==> src/rtl/matmul_engine_if.sv <==
// Bus bundle between matmul_engine and its surroundings: the processor-side
// job controls (start, dimensions, bases, status) plus the data-memory port.
// The master modport is the engine's view; the slave modport is the view of
// the processor/memory side that drives the job and answers reads.
interface matmul_engine_if #(
  parameter int DATA_W  = 8,
  parameter int ADDR_W  = 16,
  parameter int MAX_DIM = 16
);
  localparam int DIM_W = $clog2(MAX_DIM + 1);

  logic              start;
  logic [DIM_W-1:0]  dim_x;
  logic [DIM_W-1:0]  dim_y;
  logic [DIM_W-1:0]  dim_z;
  logic [ADDR_W-1:0] base_a;
  logic [ADDR_W-1:0] base_b;
  logic [ADDR_W-1:0] base_c;
  logic [DATA_W-1:0] dm_rdata;
  logic              dm_en;
  logic              dm_we;
  logic [ADDR_W-1:0] dm_addr;
  logic [DATA_W-1:0] dm_wdata;
  logic              busy;
  logic              done;
  logic              err;

  modport master (
    input  start, dim_x, dim_y, dim_z, base_a, base_b, base_c, dm_rdata,
    output dm_en, dm_we, dm_addr, dm_wdata, busy, done, err
  );

  modport slave (
    output start, dim_x, dim_y, dim_z, base_a, base_b, base_c, dm_rdata,
    input  dm_en, dm_we, dm_addr, dm_wdata, busy, done, err
  );
endinterface

==> src/rtl/matmul_engine.sv <==
// matmul_engine: sequences C = A x B (row-major, signed DATA_W elements) over a
// shared single-port data memory. Each C element costs Y x (read A, read B,
// multiply-accumulate) plus one write cycle. All outputs are registered and
// are computed from the next state so they line up with the state they belong to.
// Optional build macro MATMUL_SATURATE_EN: when defined, stored C elements are
// clamped to the signed DATA_W range instead of truncated.
module matmul_engine #(
  parameter int DATA_W  = 8,
  parameter int ACC_W   = 24,
  parameter int ADDR_W  = 16,
  parameter int MAX_DIM = 16
) (
  input  logic            clock,
  input  logic            rst,
  matmul_engine_if.master bus
);
  localparam int DIM_W  = $clog2(MAX_DIM + 1);
  localparam int PROD_W = 2 * DATA_W;

  typedef enum logic [2:0] {IDLE, RD_A, RD_B, MAC, WR, FIN} state_e;

  state_e            state_q, state_d;
  logic [DIM_W-1:0]  x_q, x_d, y_q, y_d, z_q, z_d;
  logic [DIM_W-1:0]  i_q, i_d, j_q, j_d, k_q, k_d;
  logic [ADDR_W-1:0] base_b_q, base_b_d;
  // a_row = base_a + i*Y, a_ptr = a_row + k, b_col = base_b + j,
  // b_ptr = b_col + k*Z, c_ptr = base_c + i*Z + j (C is written sequentially).
  logic [ADDR_W-1:0] a_row_q, a_row_d, a_ptr_q, a_ptr_d;
  logic [ADDR_W-1:0] b_col_q, b_col_d, b_ptr_q, b_ptr_d;
  logic [ADDR_W-1:0] c_ptr_q, c_ptr_d;
  logic [DATA_W-1:0] a_q, a_d;
  logic [ACC_W-1:0]  acc_q, acc_d;
  logic              err_q, err_d;
  logic              dm_en_q, dm_en_d, dm_we_q, dm_we_d;
  logic [ADDR_W-1:0] dm_addr_q, dm_addr_d;
  logic [DATA_W-1:0] dm_wdata_q, dm_wdata_d;
  logic              busy_q, busy_d, done_q, done_d;

  logic                     dims_bad, k_last, j_last, i_last;
  logic signed [PROD_W-1:0] prod;
  logic [ACC_W-1:0]         prod_ext;
  logic [DIM_W-1:0]         y_step_dim;
  logic [ADDR_W-1:0]        y_step, z_step;
  logic [DATA_W-1:0]        store_val;

  assign dims_bad = (bus.dim_x == '0) || (bus.dim_x > DIM_W'(MAX_DIM)) ||
                    (bus.dim_y == '0) || (bus.dim_y > DIM_W'(MAX_DIM)) ||
                    (bus.dim_z == '0) || (bus.dim_z > DIM_W'(MAX_DIM));
  assign k_last = (k_q == y_q - DIM_W'(1));
  assign j_last = (j_q == z_q - DIM_W'(1));
  assign i_last = (i_q == x_q - DIM_W'(1));

  // B operand is consumed straight from the memory read port during MAC.
  assign prod       = $signed(a_q) * $signed(bus.dm_rdata);
  assign prod_ext   = {{(ACC_W - PROD_W){prod[PROD_W-1]}}, prod};
  assign y_step_dim = y_q;
  assign y_step     = ADDR_W'(y_step_dim);
  assign z_step     = ADDR_W'(z_q);

  // State register.
  // NOTE: clocked state uses non-blocking (<=) so every flop samples pre-edge values.
  always_ff @(posedge clock or negedge rst) begin
    if (!rst) state_q <= IDLE;
    else      state_q <= state_d;
  end

  // Next-state decode.
  // NOTE: state_d is defaulted before the case so no path leaves it unassigned (no latch).
  always_comb begin
    state_d = state_q;
    unique case (state_q)
      IDLE:    if (bus.start) state_d = dims_bad ? FIN : RD_A;
      RD_A:    state_d = RD_B;
      RD_B:    state_d = MAC;
      MAC:     state_d = k_last ? WR : RD_A;
      WR:      state_d = (i_last && j_last) ? FIN : RD_A;
      FIN:     state_d = IDLE;
      default: state_d = IDLE;
    endcase
  end

  // Job latching, loop counters, incremental address pointers and accumulator.
  always_comb begin
    x_d = x_q;  y_d = y_q;  z_d = z_q;
    i_d = i_q;  j_d = j_q;  k_d = k_q;
    base_b_d = base_b_q;
    a_row_d = a_row_q;  a_ptr_d = a_ptr_q;
    b_col_d = b_col_q;  b_ptr_d = b_ptr_q;
    c_ptr_d = c_ptr_q;
    a_d = a_q;  acc_d = acc_q;  err_d = err_q;
    case (state_q)
      IDLE: if (bus.start) begin
        x_d = bus.dim_x;  y_d = bus.dim_y;  z_d = bus.dim_z;
        err_d = dims_bad;
        i_d = '0;  j_d = '0;  k_d = '0;  acc_d = '0;
        base_b_d = bus.base_b;
        a_row_d = bus.base_a;  a_ptr_d = bus.base_a;
        b_col_d = bus.base_b;  b_ptr_d = bus.base_b;
        c_ptr_d = bus.base_c;
      end
      RD_B: a_d = bus.dm_rdata;
      MAC: begin
        acc_d = acc_q + prod_ext;
        if (!k_last) begin
          k_d     = k_q + DIM_W'(1);
          a_ptr_d = a_ptr_q + ADDR_W'(1);
          b_ptr_d = b_ptr_q + z_step;
        end
      end
      WR: begin
        acc_d   = '0;
        k_d     = '0;
        c_ptr_d = c_ptr_q + ADDR_W'(1);
        if (j_last) begin
          j_d     = '0;
          i_d     = i_q + DIM_W'(1);
          a_row_d = a_row_q + y_step;
          a_ptr_d = a_row_q + y_step;
          b_col_d = base_b_q;
          b_ptr_d = base_b_q;
        end else begin
          j_d     = j_q + DIM_W'(1);
          a_ptr_d = a_row_q;
          b_col_d = b_col_q + ADDR_W'(1);
          b_ptr_d = b_col_q + ADDR_W'(1);
        end
      end
      default: ;
    endcase
  end

`ifdef MATMUL_SATURATE_EN
  localparam logic [ACC_W-1:0] SAT_HI = ACC_W'((1 << (DATA_W - 1)) - 1);
  localparam logic [ACC_W-1:0] SAT_LO = ~SAT_HI;

  // Clamp the finished sum to the signed element range.
  always_comb begin
    store_val = acc_d[DATA_W-1:0];
    if ($signed(acc_d) > $signed(SAT_HI))      store_val = DATA_W'(SAT_HI);
    else if ($signed(acc_d) < $signed(SAT_LO)) store_val = DATA_W'(SAT_LO);
  end
`else
  // Keep the low element bits of the finished sum.
  always_comb begin
    store_val = acc_d[DATA_W-1:0];
  end
`endif

  // Registered outputs derived from the upcoming state; address/data hold otherwise.
  always_comb begin
    dm_en_d    = (state_d == RD_A) || (state_d == RD_B) || (state_d == WR);
    dm_we_d    = (state_d == WR);
    busy_d     = dm_en_d || (state_d == MAC);
    done_d     = (state_d == FIN);
    dm_addr_d  = dm_addr_q;
    dm_wdata_d = dm_wdata_q;
    case (state_d)
      RD_A:    dm_addr_d = a_ptr_d;
      RD_B:    dm_addr_d = b_ptr_d;
      WR: begin
        dm_addr_d  = c_ptr_d;
        dm_wdata_d = store_val;
      end
      default: ;
    endcase
  end

  // Datapath and output registers.
  always_ff @(posedge clock or negedge rst) begin
    if (!rst) begin
      x_q <= '0;  y_q <= '0;  z_q <= '0;
      i_q <= '0;  j_q <= '0;  k_q <= '0;
      base_b_q <= '0;
      a_row_q <= '0;  a_ptr_q <= '0;
      b_col_q <= '0;  b_ptr_q <= '0;
      c_ptr_q <= '0;
      a_q <= '0;  acc_q <= '0;  err_q <= 1'b0;
      dm_en_q <= 1'b0;  dm_we_q <= 1'b0;
      dm_addr_q <= '0;  dm_wdata_q <= '0;
      busy_q <= 1'b0;  done_q <= 1'b0;
    end else begin
      x_q <= x_d;  y_q <= y_d;  z_q <= z_d;
      i_q <= i_d;  j_q <= j_d;  k_q <= k_d;
      base_b_q <= base_b_d;
      a_row_q <= a_row_d;  a_ptr_q <= a_ptr_d;
      b_col_q <= b_col_d;  b_ptr_q <= b_ptr_d;
      c_ptr_q <= c_ptr_d;
      a_q <= a_d;  acc_q <= acc_d;  err_q <= err_d;
      dm_en_q <= dm_en_d;  dm_we_q <= dm_we_d;
      dm_addr_q <= dm_addr_d;  dm_wdata_q <= dm_wdata_d;
      busy_q <= busy_d;  done_q <= done_d;
    end
  end

  assign bus.dm_en    = dm_en_q;
  assign bus.dm_we    = dm_we_q;
  assign bus.dm_addr  = dm_addr_q;
  assign bus.dm_wdata = dm_wdata_q;
  assign bus.busy     = busy_q;
  assign bus.done     = done_q;
  assign bus.err      = err_q;
endmodule
==> src/flat_wrapper.sv <==
// flat-port wrapper written by rule: the top's interface ports become plain ports
module matmul_engine_flat 
#(
  parameter int DATA_W  = 8,
  parameter int ACC_W   = 24,
  parameter int ADDR_W  = 16,
  parameter int MAX_DIM = 16
)
  (clock, rst, bus_start, bus_dim_x, bus_dim_y, bus_dim_z, bus_base_a, bus_base_b, bus_base_c, bus_dm_rdata, bus_dm_en, bus_dm_we, bus_dm_addr, bus_dm_wdata, bus_busy, bus_done, bus_err);
  matmul_engine_if #(.DATA_W(DATA_W), .ADDR_W(ADDR_W), .MAX_DIM(MAX_DIM)) bus_i ();
  input  logic clock;
  input  logic rst;
  input wire logic [$bits(bus_i.start)-1:0] bus_start;
  input wire logic [$bits(bus_i.dim_x)-1:0] bus_dim_x;
  input wire logic [$bits(bus_i.dim_y)-1:0] bus_dim_y;
  input wire logic [$bits(bus_i.dim_z)-1:0] bus_dim_z;
  input wire logic [$bits(bus_i.base_a)-1:0] bus_base_a;
  input wire logic [$bits(bus_i.base_b)-1:0] bus_base_b;
  input wire logic [$bits(bus_i.base_c)-1:0] bus_base_c;
  input wire logic [$bits(bus_i.dm_rdata)-1:0] bus_dm_rdata;
  output wire logic [$bits(bus_i.dm_en)-1:0] bus_dm_en;
  output wire logic [$bits(bus_i.dm_we)-1:0] bus_dm_we;
  output wire logic [$bits(bus_i.dm_addr)-1:0] bus_dm_addr;
  output wire logic [$bits(bus_i.dm_wdata)-1:0] bus_dm_wdata;
  output wire logic [$bits(bus_i.busy)-1:0] bus_busy;
  output wire logic [$bits(bus_i.done)-1:0] bus_done;
  output wire logic [$bits(bus_i.err)-1:0] bus_err;
  assign bus_i.start = bus_start;
  assign bus_i.dim_x = bus_dim_x;
  assign bus_i.dim_y = bus_dim_y;
  assign bus_i.dim_z = bus_dim_z;
  assign bus_i.base_a = bus_base_a;
  assign bus_i.base_b = bus_base_b;
  assign bus_i.base_c = bus_base_c;
  assign bus_i.dm_rdata = bus_dm_rdata;
  assign bus_dm_en = bus_i.dm_en;
  assign bus_dm_we = bus_i.dm_we;
  assign bus_dm_addr = bus_i.dm_addr;
  assign bus_dm_wdata = bus_i.dm_wdata;
  assign bus_busy = bus_i.busy;
  assign bus_done = bus_i.done;
  assign bus_err = bus_i.err;
  matmul_engine #(.DATA_W(DATA_W), .ACC_W(ACC_W), .ADDR_W(ADDR_W), .MAX_DIM(MAX_DIM)) u_core (.clock(clock), .rst(rst), .bus(bus_i));
endmodule
==> config.mk <==
export PLATFORM = sky130hd
export DESIGN_NAME = matmul_engine_flat
export DESIGN_NICKNAME = d
export VERILOG_FILES = /design/src/rtl/matmul_engine_if.sv /design/src/rtl/matmul_engine.sv /design/src/flat_wrapper.sv
export SDC_FILE = /design/constraint.sdc
export NUM_CORES = 1
export LEC_CHECK = 0
export ABC_AREA = 1
export CORE_MARGIN = 5
export CORE_UTILIZATION = 45
export CTS_CLUSTER_SIZE = 28
export DETAILED_ROUTE_END_ITERATION = 10
export GPL_TIMING_DRIVEN = 0
export PLACE_DENSITY = 0.64
export SETUP_SLACK_MARGIN = 0.3
export SLEW_MARGIN = 20
export SYNTH_ARGS = -nofsm -noshare
export SYNTH_HDL_FRONTEND = slang
export SYNTH_SLANG_ARGS = --single-unit
==> constraint.sdc <==
create_clock -name clock -period 4.4 [get_ports clock]
set_clock_uncertainty 0.15 [all_clocks]
set_input_delay 0.66 -clock clock [delete_from_list [all_inputs] [get_ports clock]]
set_output_delay 0.66 -clock clock [all_outputs]
set_load 0.005 [all_outputs]
# == After elaboration in Yosys (flattened, before gate mapping) ==
# Index checks and enable logic that the tools add are counted.
# op_classes
mul,1
n_eq_ne,15
mux,29
n_reduce_logical,21
addsub,12
order_cmp,3
# op_table
cell,n
$mux W16,9
$pmux W16 S3,3
$pmux W16 S2,3
$pmux W24 S3,1
$add A16 B1 Y16 const B,3
$add A16 B5 Y16,2
$add A24 B24 Y24,1
$mux W24,1
$mux W5,4
$pmux W5 S2,2
$mul A8 B8 Y16,1
$add A5 B1 Y5 const B,3
$eq A5 B5 Y1,3
$gt A5 B5 Y1 const B,3
$logic_not A5 Y1,3
$pmux W3 S5,1
$pmux W5 S3,1
$sub A5 B1 Y5 const B,3
$eq A3 B2 Y1 const B,4
$mux W3,4
$eq A3 B3 Y1 const B,3
$logic_or A1 B1 Y1,8
$eq A3 B1 Y1 const B,2
$reduce_and A2 Y1,3
other kinds (7),10
# word_totals
reg_bits,190
output_inout_bits,29
in_bits,74

# == Logic depth before layout (Yosys ltp) ==
# Gate-level depths: netlist of the first run.
# depth
ltp_word,13
ltp_mapped,25
mapped_depth_nobuf,24

# == Worst setup path before layout of the first run ==
# OpenSTA, ideal clock, no wires.
# synth_timing
path_kind,in2reg
from,input bus_dm_rdata[0]
to,"register u_core.dm_wdata_q[7], in the netlist u_core.bus.dm_wdata[7]"
setup_ns,0.117
arrival_time_ns,4.284
setup_slack_ns,-0.151
cell_stages,21
cell_sequence,clkbuf_1 > nand2_1 > inv_1 > ha_1 > inv_1 > fa_1 > inv_1 > ha_1 > fa_1 > ha_1 > fa_1 > xor2_1 > ha_1 > a21oi_1 > o21ai_0 > a31oi_1 > nand3_1 > nand3_1 > nand2_1 > nand2_1 > nand2_1
# synth_between
elab_chain_len,3
# synth_rtl
element,line_no,rtl
start: declaration,flat_wrapper.sv:20,input wire logic [$bits(bus_i.dm_rdata)-1:0] bus_dm_rdata;
$mul A8 B8 Y16,matmul_engine.sv:54,assign prod = $signed(a_q) * $signed(bus.dm_rdata);
$add A24 B24 Y24,matmul_engine.sv:103,acc_d = acc_q + prod_ext;
$pmux W24 S3,matmul_engine.sv:91,case (state_q)
via u_core.acc_d[7],matmul_engine.sv:32,"logic [ACC_W-1:0] acc_q, acc_d;"
end signal: assignment,matmul_engine.sv:190,dm_addr_q <= dm_addr_d; dm_wdata_q <= dm_wdata_d;
end: declaration,matmul_engine.sv:36,"logic [DATA_W-1:0] dm_wdata_q, dm_wdata_d;"
# The timed path passes the listed nets, and every way through them passes these cells.
# A chain may end at the register's enable or synchronous reset.

# == Final worst setup path of the first run ==
# layout_timing
from,register u_core.a_q[3]
to,"register u_core.dm_wdata_q[7], in the netlist u_core.bus.dm_wdata[7]"
# layout_between
elab_chain_len,3
# layout_rtl
element,line_no,rtl
start: declaration,matmul_engine.sv:31,"logic [DATA_W-1:0] a_q, a_d;"
start signal: assignment,matmul_engine.sv:177,a_q <= '0; acc_q <= '0; err_q <= 1'b0;
start signal: assignment,matmul_engine.sv:188,a_q <= a_d; acc_q <= acc_d; err_q <= err_d;
$mul A8 B8 Y16,matmul_engine.sv:54,
$add A24 B24 Y24,matmul_engine.sv:103,
$pmux W24 S3,matmul_engine.sv:91,
via u_core.acc_d[7],matmul_engine.sv:32,
# The timed path passes the listed nets, and every way through them passes these cells.

==> metrics.txt, run 1 <==
Least-Margin Pin Slew=0.854 ns; vias in the first global route=11900; total CTS buffers=17; final core utilization=54.7%; Main synth FF type=dfrtp_1; layout cell share with drive strength beyond 1=7.71%; status=completed; CTS tree=yes; type of the worst setup path=reg2reg; Final #Nets=2094; Fmax=234 MHz; total power=0.0123 W; TritonCTS Sinks=174; Residual DRC=0; leakage power=7.51 nW; share of flip-flops with an asynchronous set or reset=100%; Worst Hold Slack=0.324 ns; worst-path cell chain=nand2_1, inv_1, ha_4, inv_2, fa_1, inv_2, ha_4, fa_1, ha_2, fa_2, xor2_1, ha_1, a21oi_1, o21ai_1, a31oi_2, nand3_1, nand3_1, nand2_1, nand2_1, nand2_1; pre-CTS setup slack=-0.789 ns; HP Class=reg2reg; crit path capture type=register; total track usage=26.9%; top post-synthesis cells by area=dfrtp_1 35%, nand2_1 20%, inv_1 6.7%; most frequent CP cell=nand2_1; CP max stage delay=0.54 ns; worst vdd ir=469 µV; most common cell in the netlist=nand2_1; Clock Latency Late Sink=0.45 ns; post-synthesis sequential area ratio=35.3%; final hold vios=0; Initial Util=45.7%; Setup violations, final=0; Synth Area per Inst=6.77 µm²; num rows=60; Antenna diodes=0; crit path time final=4.27 ns; pin count of the biggest net entering global routing=66; number of I/O pins=103; flop and latch count out of synthesis=174; Critical-path top delay cell=fa_1; first-pass GRT wire length=65.2 mm; gpl congestion=0.952; DRT iter0 DRCs=1068; Mapped Nets=1955; IO Port Bufs=99; synth warn=0; area occupied by multi-input gates=0.00695 mm²; largest buffer count on any clock path=2; synth unique cells=47; PwrDens=838 mW/mm²; GRT overflow=0; Max FO, Critical Path=4; Fillers=2589; mapped cell area=0.0123 mm²; fin worst setup slack=0.132 ns; Max Cap Viol=0; crit share post-route=97.0%; die height=176 µm; detailed-route via count=12400; post-DR vias/cell=5.37; Worst Path Required=4.59 ns; Routed Wire Length=41.7 mm; Sequential cell area=0.00436 mm²; DR WL/cell=18.0 µm; Area growth, synth to finish=19.6%; total core area=0.0270 mm²; detailed placement HPWL=31.5 mm; chip width=176 µm; drt first pass iters=5; Yosys top cell area share=35.3%; die area=0.0308 mm²; EDFF count, synth=0; clk root buf=clkbuf_16; max-slew headroom at the worst pin=43.0%; initial antenna violation count=0; H-Tree Level Count=4; Max Transition Viols Final=0; setup repair after global routing missed its margin=true; area leader, netlist=dfrtp_1; crit path DAT=4.46 ns; Mapped Cells=1821; DRT antenna net count=0; clock slew at reported path FFs=0.07 ns; Synth top cells by count=657 x nand2_1, 220 x inv_1, 174 x dfrtp_1; CP startpoint kind=register
## area by class of cell
class | count | share of cell area, %
inverters | 234 | 5.96
well taps | 341 | 2.89
repair buffers | 120 | 8.12
flip-flops and latches | 174 | 29.6
plain buffers | 57 | 2.20
clock buffers | 21 | 3.06
clock inverters | 9 | 1.09
multi-input cells | 1356 | 47.1
## state kept, by name (all words and copies together), names as in the netlist
signal	count
u_core.state_q	3
u_core.i_q	5
u_core.a_ptr_q	16
u_core.acc_q	8
u_core.c_ptr_q	16
u_core.j_q	5
u_core.x_q	5
u_core.k_q	5
u_core.bus.dm_en	1
u_core.bus.busy	1
u_core.bus.dm_addr	16
u_core.bus.dm_wdata	8
u_core.y_q	5
u_core.bus.dm_we	1
u_core.z_q	5
u_core.a_row_q	16
u_core.a_q	8
u_core.bus.err	1
u_core.base_b_q	16
u_core.bus.done	1
u_core.b_ptr_q	16
u_core.b_col_q	16
## stage by stage
stage	std cells	cell area, µm²	setup TNS, ns
after CTS	2306	14700	0
after detailed placement	2263	13900	-2.61
after floorplan	1821	12400	0
after global routing	2312	14700	-0.0314
final	2312	14700	0
after global placement	2261	13800	-909.42
## per-layer routing
layer | up-vias | share of wire (%) | wire length, µm | track usage, %
li1 | 6098 | - | - | -
met1 | 5783 | 44 | 18500 | 36.6
met2 | 455 | 46 | 19200 | 44.3
met3 | 88 | 6.2 | 2570 | 3.98
met4 | 0 | 3.3 | 1370 | 9.23
met5 | - | 0 | 0 | 0
## worst paths after layout
path,start,end,slack (ns),cells after the start
worst max-delay path,u_core.a_q[3]$_DFFE_PN0P_,u_core.bus.dm_wdata[7]$_DFFE_PN0P_,0.13,20
worst min-delay path,u_core.bus.dm_wdata[6]$_DFFE_PN0P_,u_core.bus.dm_wdata[6]$_DFFE_PN0P_,0.32,2
worst max register to register,u_core.a_q[3]$_DFFE_PN0P_,u_core.bus.dm_wdata[7]$_DFFE_PN0P_,0.13,20
worst min register to register,u_core.bus.dm_wdata[6]$_DFFE_PN0P_,u_core.bus.dm_wdata[6]$_DFFE_PN0P_,0.32,2
max in group asynchronous,rst,u_core.b_ptr_q[10]$_DFF_PN0_,2.79,3
min in group asynchronous,rst,u_core.k_q[1]$_DFFE_PN0P_,0.56,2
## power breakdown
part / switching (W) / total, W / internal, W
Combinational: 0.00468 / 0.00763 / 0.00295
Sequential: 0.000725 / 0.00305 / 0.00232
Clock: 0.000702 / 0.00167 / 0.000963
## worst max-delay path: cells and delay by family (launching register included)
kind,cells,cell delay [ns]
fa+ha+maj,7,2.38
flops,1,0.45
simple gates,6,0.44
compound gates,3,0.43
xor+xnor,1,0.17
buf+inv,3,0.14
## cell usage in the layout, fill, tap and decap left out, drive strengths merged, types with 3 or more instances in the layout
cell type      instances
or2                    9
buf                   54
o21a                   7
a211oi                 3
a31oi                  4
a22oi                  3
a21o                   3
clkinvlp               3
bufinv                 4
inv                  234
nand3b                 4
nor2                 154
o211ai                34
o21ai                 82
a21boi                 7
nand4                 41
a21oi                 61
ha                    45
mux2                   6
nand3                141
dfrtp                174
xnor2                  8
fa                    15
and2                   3
clkdlybuf4s50         96
nor4                   4
nand2                662
clkbuf                47
xor2                  30
nor3                  16
o22ai                  5
## logic make-up after synthesis
| logic type | after synthesis | share of synthesized area [%] |
|---|---|---|
| flip-flops | 174 | 35.3 |
| adder cells (fa/ha/maj) | 60 | 7.00 |
| XOR/XNOR | 38 | 2.70 |
| multiplexers | 6 | 0.548 |
| buffers and inverters | 291 | 9.18 |
| AO/OA/AOI/OAI | 215 | 10.1 |
| AND/OR/NAND/NOR | 1037 | 35.1 |
## repair_timing
item                                    CTS  global route
pin swaps                                14            20
endpoints found under the setup margin    5             3
gates resized for setup                  28            15
hold buffers                              1             0
buffers inserted                         12             6
endpoints found under the hold margin     9             0
(Power assumes the default switching activity.)
==> run 2, diff against run 1 <==
--- a/config.mk
+++ b/config.mk
@@ -6,12 +6,14 @@
 export NUM_CORES = 1
 export LEC_CHECK = 0
 export ABC_AREA = 1
+export CELL_PAD_IN_SITES_DETAIL_PLACEMENT = 0
+export CELL_PAD_IN_SITES_GLOBAL_PLACEMENT = 1
 export CORE_MARGIN = 5
-export CORE_UTILIZATION = 45
+export CORE_UTILIZATION = 39
 export CTS_CLUSTER_SIZE = 28
 export DETAILED_ROUTE_END_ITERATION = 10
 export GPL_TIMING_DRIVEN = 0
-export PLACE_DENSITY = 0.64
+export PLACE_DENSITY = 0.75
 export SETUP_SLACK_MARGIN = 0.3
 export SLEW_MARGIN = 20
 export SYNTH_ARGS = -nofsm -noshare
==> metrics.txt, run 2 (synthesis results as in run 1) <==
Worst Hold Slack=0.0723 ns (-0.252 ns); Clock Latency Late Sink=0.45 ns (about the same); Setup Total Neg Slack=0 ns (unchanged); clock group share of total power=12.7% (-0.8 points); CP startpoint kind=register; crit path capture type=register; crit path time final=4.15 ns (-0.115 ns); Initial Util=39.3% (-6.5 points); die area=0.0353 mm² (+14%); worst-path cell chain=nand2_2, fa_2, inv_2, fa_1, fa_1, fa_1, ha_4, xor2_4, ha_4, a21oi_2, o21ai_1, a31oi_1, nand3_1, nand3_1, nand2_1, nand2_1, nand2_1; total CTS buffers=17 (unchanged); Int Pwr=0.00607 W (-2.7%); Worst Path Required=4.59 ns (about the same); CTS tree=yes; chip width=188 µm (+7.0%); clock slew at reported path FFs=0.07 ns (about the same); HP Class=in2async; total track usage=24.6% (-2.3 points); number of I/O pins=103 (unchanged); post-DR vias/cell=5.18 (-3.7%); PwrDens=833 mW/mm² (-0.62%); final hold vios=0 (unchanged); leakage power=7.43 nW (-1.0%); Antenna diodes=0 (unchanged); Routed Wire Length=43.0 mm (+3.1%); pin count of the biggest net entering global routing=90 (+36%); H-Tree Level Count=4 (unchanged); largest buffer count on any clock path=2 (unchanged); GRT overflow=0 (unchanged); CTS Hold Bufs=0 (-1); DRT antenna net count=0 (unchanged); CP max stage delay=0.59 ns (+0.05 ns); initial antenna violation count=3 (+3); Critical-path top delay cell=fa_1; layout cell share with drive strength beyond 1=6.99% (-0.72 points); drt first pass iters=5 (unchanged); first-pass GRT wire length=67.3 mm (+3.2%); max-slew headroom at the worst pin=26.2% (-17 points); setup repair after global routing missed its margin=true; most frequent cells in the layout=652 x nand2_1, 217 x inv_1, 172 x dfrtp_1; Fmax=241 MHz (+2.8%); switching share of power=50.2% (+0.76 points); num rows=65 (+8.3%); die height=188 µm (+7.0%); DR WL/cell=18.2 µm (+0.99%); Max FO, Critical Path=6 (+2); Least-Margin Pin Slew=1.11 ns (+0.252 ns); Seq pwr share=25.3% (+0.6 points); IO Port Bufs=99 (unchanged); Fillers=3291 (+27%); Residual DRC=0 (unchanged); most common cell after layout, fill and taps aside=nand2_1; Gate power share=62.0% (+0.2 points); vias in the first global route=11800 (-1.2%); Max Transition Viols Final=0 (unchanged); Setup violations, final=0 (unchanged); crit share post-route=94.4% (-2.6 points); status=completed; TritonCTS Sinks=174 (unchanged); worst vdd ir=407 µV (-13%); Max Cap Viol=0 (unchanged); Final #Nets=2080 (-0.67%); DRT iter0 DRCs=1120 (+4.9%); detailed placement HPWL=33.1 mm (+5.1%); detailed-route via count=12200 (-1.7%); clk root buf=clkbuf_16; total core area=0.0314 mm² (+16%); Psw=0.00612 W (+0.28%); crit path DAT=4.35 ns (-0.11 ns); gpl congestion=0.913 (-4.1%); Area growth, synth to finish=18.8%; type of the worst setup path=reg2reg
## run 2: path summary, 6_finish.rpt
path,from,end,slack [ns],cells after the start
worst min-delay path,rst,u_core.c_ptr_q[6]$_DFF_PN0_,0.07,1
max in group asynchronous,rst,u_core.bus.done$_DFF_PN0_,3.10,2
min in group clock,u_core.base_b_q[5]$_DFFE_PN0P_,u_core.base_b_q[5]$_DFFE_PN0P_,0.33,2
worst min register to register,u_core.base_b_q[5]$_DFFE_PN0P_,u_core.base_b_q[5]$_DFFE_PN0P_,0.33,2
worst max-delay path,u_core.a_q[3]$_DFFE_PN0P_,u_core.bus.dm_wdata[7]$_DFFE_PN0P_,0.25,17
worst max register to register,u_core.a_q[3]$_DFFE_PN0P_,u_core.bus.dm_wdata[7]$_DFFE_PN0P_,0.25,17
## run 2: critical path: cells and delay by family, from the launching register on
kind / cells / cell delay [ns]
adders and majority gates: 6 / 2.43
and+or+nand+nor: 6 / 0.47
DFF: 1 / 0.43
AOI/OAI and AO/OA: 3 / 0.37
xor gates and xnor gates: 1 / 0.16
buffers and inverters: 1 / 0.06
## run 2: timing repair
action | in CTS | in global routing
resized for setup | 29 | 5
pin swaps | 12 | 1
setup buffers | 5 | 1
setup endpoints to repair | 6 | 3
## run 2: metrics by stage
| stage | setup slack, ns | utilization, % | std cells | total power (W) | cell area [µm²] |
|---|---|---|---|---|---|
| global route | 0.0658 | 46.7 | 2361 | 0.0134 | 14600 |
| global placement | -5.37 | 44.3 | 2322 | 0.0100 | 13900 |
| CTS | 0.223 | 46.6 | 2360 | 0.0122 | 14600 |
| detailed placement | -0.754 | 44.4 | 2323 | 0.0102 | 13900 |
| finish | 0.247 | 46.7 | 2361 | 0.0122 | 14600 |
| floorplan | 0.0847 | - | 1821 | 0.00778 | 12400 |
## run 2: final cells by class
class	count	area, µm²	share of cell area [%]
buffer	57	325	2.22
multi-input combinational	1356	6940	47.4
timing repair buffer	106	1060	7.27
inverter	234	878	6.00
clock inverter	11	106	0.726
tap	402	503	3.43
clock buffer	21	470	3.21
sequential	174	4360	29.7
## run 2: per-layer routing
layer	part of all wire, %	track usage [%]	routed length [µm]
met1	47	35.4	20100
met2	44	38.0	18800
met3	7.3	5.27	3130
met4	2.1	6.21	918
met5	0.061	0	26
## run 2: power groups by stage
stage	Sequential, W	Clock [W]	Combinational, W
final	0.00308	0.00155	0.00757
after global placement	0.00307	0	0.00697
after detailed placement	0.00307	0	0.00708
after global routing	0.00317	0.00164	0.00855
after CTS	0.00306	0.00158	0.00757
after floorplan	0.00283	0	0.00495
